## config.mk

```make
export PLATFORM = sky130hd
export DESIGN_NAME = rst_seq_flat
export DESIGN_NICKNAME = d
export VERILOG_FILES = /design/src/rtl/rst_seq_pkg.sv /design/src/rtl/rst_seq_if.sv /design/src/rtl/rst_seq_tick_gen.sv /design/src/rtl/rst_seq.sv /design/src/flat_wrapper.sv
export SDC_FILE = /design/constraint.sdc
export NUM_CORES = 1
export LEC_CHECK = 0
export ABC_AREA = 1
export CORE_MARGIN = 8
export CORE_UTILIZATION = 30
export CTS_BUF_LIST = sky130_fd_sc_hd__clkbuf_8
export DETAILED_ROUTE_END_ITERATION = 6
export PLACE_DENSITY_LB_ADDON = 0.05
export SLEW_MARGIN = 20
export SYNTH_ARGS = -nofsm -noshare
export SYNTH_HDL_FRONTEND = slang
export SYNTH_SLANG_ARGS = --single-unit
```

## constraint.sdc

```tcl
create_clock -name clk -period 2.4 [get_ports clk]
set_clock_uncertainty 0.2 [all_clocks]
set_input_delay 0.6 -clock clk [delete_from_list [all_inputs] [get_ports clk]]
set_output_delay 0.6 -clock clk [all_outputs]
set_load 0.02 [all_outputs]
```

## src/rtl/rst_seq_pkg.sv

```systemverilog
// rtl/rst_seq_pkg.sv - shared state encoding and stage-timer width for rst_seq
package rst_seq_pkg;

  typedef enum logic [1:0] {
    ST_HOLD    = 2'd0,
    ST_REL_USB = 2'd1,
    ST_RUN     = 2'd2
  } state_t;

  localparam int TIMER_W = 16;

endpackage

```

## src/rtl/rst_seq_if.sv

```systemverilog
// rtl/rst_seq_if.sv - reset/time-base bundle between the sequencer and its consumers
interface rst_seq_if;

  logic soft_rst_req;
  logic rst_usb;
  logic rst_app;
  logic ready;
  logic tick_us;
  logic tick_ms;

  // master is the sequencer itself; slave is whoever consumes resets and strobes
  modport master (
    input  soft_rst_req,
    output rst_usb,
    output rst_app,
    output ready,
    output tick_us,
    output tick_ms
  );

  modport slave (
    output soft_rst_req,
    input  rst_usb,
    input  rst_app,
    input  ready,
    input  tick_us,
    input  tick_ms
  );

endinterface

```

## src/rtl/rst_seq_tick_gen.sv

```systemverilog
// rtl/rst_seq_tick_gen.sv - free-running prescaler producing 1 us and 1 ms strobes
module rst_seq_tick_gen #(
  parameter int DIV_US    = 48,
  parameter int US_PER_MS = 1000
) (
  input  logic clk,
  input  logic rst,
  output logic tick_us,
  output logic tick_ms,
  output logic tick_next
);

  localparam int PW = $clog2(DIV_US);
  localparam int MW = $clog2(US_PER_MS);
  localparam logic [PW-1:0] PRESC_MAX = PW'(DIV_US - 1);
  localparam logic [MW-1:0] MS_MAX    = MW'(US_PER_MS - 1);

  logic [PW-1:0] presc;
  logic [MW-1:0] ms_cnt;

  // tick_next marks the edge on which tick_us will be registered high, so the
  // sequencer can act on the same edge the strobe appears
  assign tick_next = (presc == PRESC_MAX);

  always_ff @(posedge clk) begin
    if (rst) begin
      presc   <= '0;
      ms_cnt  <= '0;
      tick_us <= 1'b0;
      tick_ms <= 1'b0;
    end else begin
      tick_us <= tick_next;
      tick_ms <= tick_next && (ms_cnt == MS_MAX);
      if (tick_next) begin
        presc  <= '0;
        ms_cnt <= (ms_cnt == MS_MAX) ? '0 : ms_cnt + MW'(1);
      end else begin
        presc  <= presc + PW'(1);
      end
    end
  end

endmodule

```

## src/rtl/rst_seq.sv

```systemverilog
// rtl/rst_seq.sv - staged USB/application reset release with soft-reset re-run
module rst_seq #(
  parameter int DIV_US    = 48,
  parameter int US_PER_MS = 1000,
  parameter int HOLD_US   = 100,
  parameter int STAGE_US  = 10
) (
  input  logic     clk,
  input  logic     rst,
  rst_seq_if.master bus
);

  import rst_seq_pkg::*;

  localparam logic [TIMER_W-1:0] HOLD_LAST  = TIMER_W'(HOLD_US - 1);
  localparam logic [TIMER_W-1:0] STAGE_LAST = TIMER_W'(STAGE_US - 1);

  state_t             state;
  state_t             state_next;
  logic [TIMER_W-1:0] stage_timer;
  logic [TIMER_W-1:0] timer_next;
  logic               tick_next;
  logic               tick_us_q;
  logic               tick_ms_q;
  logic               rst_usb_q;
  logic               rst_app_q;
  logic               ready_q;

  rst_seq_tick_gen #(
    .DIV_US    (DIV_US),
    .US_PER_MS (US_PER_MS)
  ) u_tick (
    .clk       (clk),
    .rst       (rst),
    .tick_us   (tick_us_q),
    .tick_ms   (tick_ms_q),
    .tick_next (tick_next)
  );

  always_comb begin
    state_next = state;
    timer_next = tick_next ? stage_timer + TIMER_W'(1) : stage_timer;

    if (bus.soft_rst_req) begin
      state_next = ST_HOLD;
    end else begin
      case (state)
        ST_HOLD:    if (tick_next && stage_timer == HOLD_LAST)  state_next = ST_REL_USB;
        ST_REL_USB: if (tick_next && stage_timer == STAGE_LAST) state_next = ST_RUN;
        ST_RUN:     state_next = ST_RUN;
        default:    state_next = ST_HOLD;
      endcase
    end

    // a request in HOLD is not a state change but still restarts the hold
    if (bus.soft_rst_req || state_next != state) begin
      timer_next = '0;
    end
  end

  always_ff @(posedge clk) begin
    if (rst) begin
      state       <= ST_HOLD;
      stage_timer <= '0;
      rst_usb_q   <= 1'b1;
      rst_app_q   <= 1'b1;
      ready_q     <= 1'b0;
    end else begin
      state       <= state_next;
      stage_timer <= timer_next;
      rst_usb_q   <= (state_next == ST_HOLD);
      rst_app_q   <= (state_next != ST_RUN);
      ready_q     <= (state_next == ST_RUN);
    end
  end

  assign bus.rst_usb = rst_usb_q;
  assign bus.rst_app = rst_app_q;
  assign bus.ready   = ready_q;
  assign bus.tick_us = tick_us_q;
  assign bus.tick_ms = tick_ms_q;

endmodule

```

## src/flat_wrapper.sv

```systemverilog
// flat-port wrapper written by rule: the top's interface ports become plain ports
module rst_seq_flat import rst_seq_pkg::*;
#(
  parameter int DIV_US    = 48,
  parameter int US_PER_MS = 1000,
  parameter int HOLD_US   = 100,
  parameter int STAGE_US  = 10
)
  (clk, rst, bus_soft_rst_req, bus_rst_usb, bus_rst_app, bus_ready, bus_tick_us, bus_tick_ms);
  rst_seq_if bus_i ();
  input  logic clk;
  input  logic rst;
  input wire logic [$bits(bus_i.soft_rst_req)-1:0] bus_soft_rst_req;
  output wire logic [$bits(bus_i.rst_usb)-1:0] bus_rst_usb;
  output wire logic [$bits(bus_i.rst_app)-1:0] bus_rst_app;
  output wire logic [$bits(bus_i.ready)-1:0] bus_ready;
  output wire logic [$bits(bus_i.tick_us)-1:0] bus_tick_us;
  output wire logic [$bits(bus_i.tick_ms)-1:0] bus_tick_ms;
  assign bus_i.soft_rst_req = bus_soft_rst_req;
  assign bus_rst_usb = bus_i.rst_usb;
  assign bus_rst_app = bus_i.rst_app;
  assign bus_ready = bus_i.ready;
  assign bus_tick_us = bus_i.tick_us;
  assign bus_tick_ms = bus_i.tick_ms;
  rst_seq #(.DIV_US(DIV_US), .US_PER_MS(US_PER_MS), .HOLD_US(HOLD_US), .STAGE_US(STAGE_US)) u_core (.clk(clk), .rst(rst), .bus(bus_i));
endmodule
```

==> flow_summary_export.csv <==
group,metric,value,unit
floorplanning,die_outline_height,94.9,um
placed_design,place_worst_setup_slack,0.252,ns
detailed_routing,firstDrtPassIters,4,
timing,final_hold_viol_count,0,
clocking,clock_tree.root_cell,"clkbuf_8",
finish,antenna-diode-count,0,
floorplanning,core-area,0.00596,mm^2
synth,synth_cell_type_count,29,
detailed_routing,postRouteWirelength,3560,um
timing,maxSlewViolCount,0,
placed_design,detailed_place_hpwl,2670,um
grt,maximum_number_of_pins_on_one_net_before_global_route_repair,17,
run,number_of_max_capacitance_violations_reported,0,
critical_path,most_repeated_library_cell_on_the_critical_path,"nand2_1",
clocking,post_cts_resize_count,0,
grt,grt_remaining_overflow,0,
synth,yosysSeqAreaShare,41.8,%
detailed_routing,route.detailed.wl_per_inst,10.4,um
detailed_routing,antenna_violating_nets_post_route,0,
finish,areaGrowthSynthToFinish,13.9,%
clocking,cts_tree,"yes",
synth,ys_ff_latch,39,
synth,syn-instance-count,252,
synth,mappedNetlistArea,0.00187,mm^2
synth,synth_warnings,0,
floorplanning,floorplan.initialDensity,31.3,%
synth,synth_largest_type_area_fraction,41.8,%
synth,most_area_hungry_cell_type_in_the_yosys_netlist,"dfxtp_1",
timing,grt_setup_unrepaired,"no",
clocking,path_clk_slew,0.07,ns
finish,design_area,0.00213,mm^2
detailed_routing,avgViaCountPerCell,4.38,
timing,final_period_minus_worst_setup_slack,2.04,ns
synth,synthTopCellsByCount,"nor2_1, nand2_1, dfxtp_1",
synth,yosys-top-cells-area,"dfxtp_1, nor2_1, nand2_1, inv_1, xor2_1",
critical_path,critPathCaptureType,"flip-flop",
timing,worst_slew_margin_rel,72.8,%
clocking,clock-sinks,39,
critical_path,path_class,"reg2reg",
synth,ys_async_sr_fraction,0,%
floorplanning,floorplan.rows,28,
clocking,cts-hold-fix-buffers,0,
finish,layout.nets,272,
finish,layout-drive-gt1-share,7.52,%
critical_path,worst_setup_path_start_kind,"flip-flop",
grt,grt_pass1_wl,6400,um
critical_path,timing.critical_path.cells,"ha_1 > nand3_2 > nor2_4 > nand3_1 > nand2_1 > nand2_1 > nand2_1 > nand2_2 > nand3_4 > nor2_1",
timing,fmax,490,MHz
floorplanning,dieWidth,94.9,um
min_path,worst_hold_path_type,"reg2reg",
min_path,hold_start,"u_core.u_tick.presc[0]",
placed_design,gpl.final_weighted_congestion,0.738,
timing,share_of_the_clock_period_used_by_the_worst_path,85.1,%
critical_path,startpoint,"u_core.u_tick.presc[0]",
timing,finalSetupViolations,0,
detailed_routing,drt_drc_violations_left,0,
run_status,outcome,"finished clean",
clocking,postCtsSetupRepairBufs,0,
power,irDropWorstVdd,272,uV
synth,synth-main-ff-cell,"dfxtp_1",
critical_path,crit_slowest_cell,"dfxtp_1",
placed_design,portBuffers,7,
timing,postLayoutSetupSlackWorst,0.358,ns
power,pwr_density_cell,549,mW/mm^2
detailed_routing,wl_met2,1710,um
timing,finalSetupTns,0,ns
synth,syn-mean-instance-area,7.41,um^2
critical_path,register_to_register_setup_slack,0.36,ns
grt,grt_util_all_layers,8.97,%
timing,worst-slew-pin-transition,0.405,ns
synth,post_synth_edffs,0,
power,total_leakage_power,0.768,nW
critical_path,worstPathRequired,2.38,ns
critical_path,worst_reg2reg_startpoint,"u_core.u_tick.presc[0]",
grt,grt_pass1_vias,1455,
synth,yosysMostFrequentCell,"nor2_1",
detailed_routing,via_count,1494,
detailed_routing,detail_route.iter0.violations,30,
clocking,numCtsBuffers,5,
clocking,worst_skew_pair.late_latency,0.29,ns
critical_path,cp_slowest_stage_delay,0.35,ns
finish,fill_cell_instance_count_of_the_final_layout,663,
floorplanning,dieArea,0.00900,mm^2
grt,initial_antenna_violation_count,0,
detailed_routing,routed-wl-met3,78,um
clocking,htree_num_levels,2,
detailed_routing,drt-met1-wl,1720,um
detailed_routing,topRoutingLayerUsed,"met4",
clocking,cts_buffer_depth,2,
critical_path,arr_time_crit_path,2.02,ns
synth,syn-num-nets,259,
floorplanning,ioPinCount,8,
placed_design,postPlaceCellArea,0.00203,mm^2
critical_path,worstPathMaxFanout,16,
## area by class of cell
class | instances | area (um^2) | area share [%]
well taps | 75 | 93.8 | 4.41
clock buffers | 7 | 96.3 | 4.53
flip-flops and latches | 39 | 781 | 36.7
repair buffers | 9 | 85.1 | 4.00
inverters | 39 | 146 | 6.89
multi-input cells | 171 | 920 | 43.3
clock inverters | 1 | 3.75 | 0.177
## worst max-delay path, delay by kind of cell (launching register included)
kind          cells  cell delay [ns]
simple gates      9             1.18
flops             1             0.35
fa+ha+maj         1             0.21
## final timing paths
kind	to	depth (start not counted)
setup / recovery	u_core.stage_timer[1]	10
hold / removal	u_core.u_tick.presc[0]	1
setup reg to reg	u_core.stage_timer[1]	10
hold reg to reg	u_core.u_tick.presc[0]	1
## metrics by stage
step / utilization (%) / total power [mW] / hold WS, ns / instances
detailed placement: 34.0 / 0.698 / 0.244 / 333
floorplan: - / 0.689 / 0.218 / 252
finish: 35.7 / 1.17 / 0.250 / 341
CTS: 35.7 / 1.20 / 0.256 / 341
global placement: 34.0 / 0.699 / 0.237 / 333
global route: 35.7 / 1.22 / 0.280 / 341
## cells in the final DEF, fill, tap and decap left out
cell | netlist | final
dfxtp_1 | 39 | 39
nor3_1 | 7 | 7
a31oi_1 | 1 | 1
nor3_2 | 1 | 1
xnor2_1 | 2 | 2
o21ai_0 | 3 | 3
nand2_2 | 1 | 1
clkdlybuf4s50_1 | 0 | 7
o31ai_4 | 1 | 1
buf_4 | 0 | 2
nor2_4 | 1 | 1
nand4_1 | 5 | 5
nand3_4 | 1 | 1
inv_1 | 37 | 38
xor2_1 | 13 | 13
inv_2 | 1 | 1
nor2_1 | 52 | 52
clkbuf_8 | 0 | 7
clkinv_1 | 1 | 1
a21oi_1 | 4 | 4
nand3_2 | 3 | 3
nand2_1 | 42 | 42
a211o_1 | 1 | 1
a211oi_1 | 3 | 3
nor3b_1 | 6 | 6
nand3b_1 | 1 | 1
nand3_1 | 17 | 17
nor2_2 | 2 | 2
ha_1 | 4 | 4
## sequential cells by signal, indices dropped and copies added, names as in the netlist
register               flops
u_core.state               2
u_core.u_tick.presc        6
u_core.bus.ready           1
u_core.bus.rst_usb         1
u_core.u_tick.ms_cnt      10
u_core.bus.rst_app         1
u_core.u_tick.tick_ms      1
u_core.u_tick.tick_us      1
u_core.stage_timer        16
## cell families (layout without fill, tap and decap cells)
group / count (synthesis) / in the layout / share of synthesized area, %
AOI/OAI and AO/OA: 13 / 13 / 5.03
DFF: 39 / 39 / 41.8
adders and majority gates: 4 / 4 / 2.68
and+or+nand+nor: 139 / 139 / 34.5
xor gates and xnor gates: 15 / 15 / 7.04
buffers and inverters: 42 / 56 / 8.91
## metal layers
metal / track usage [%] / up-vias
met5: 0 / -
met4: 4.29 / 0
met3: 2.38 / 5
met2: 15.3 / 6
met1: 10.2 / 674
li1: - / 809
## power breakdown
part	internal, mW	leakage [nW]	switching [mW]	total (mW)
clock network	0.258	0.0557	0.228	0.486
registers	0.651	0.315	0.00297	0.654
logic	0.0108	0.397	0.0175	0.0283
total	0.920	0.768	0.248	1.17
Note: power is estimated with default switching activity, not from simulation.
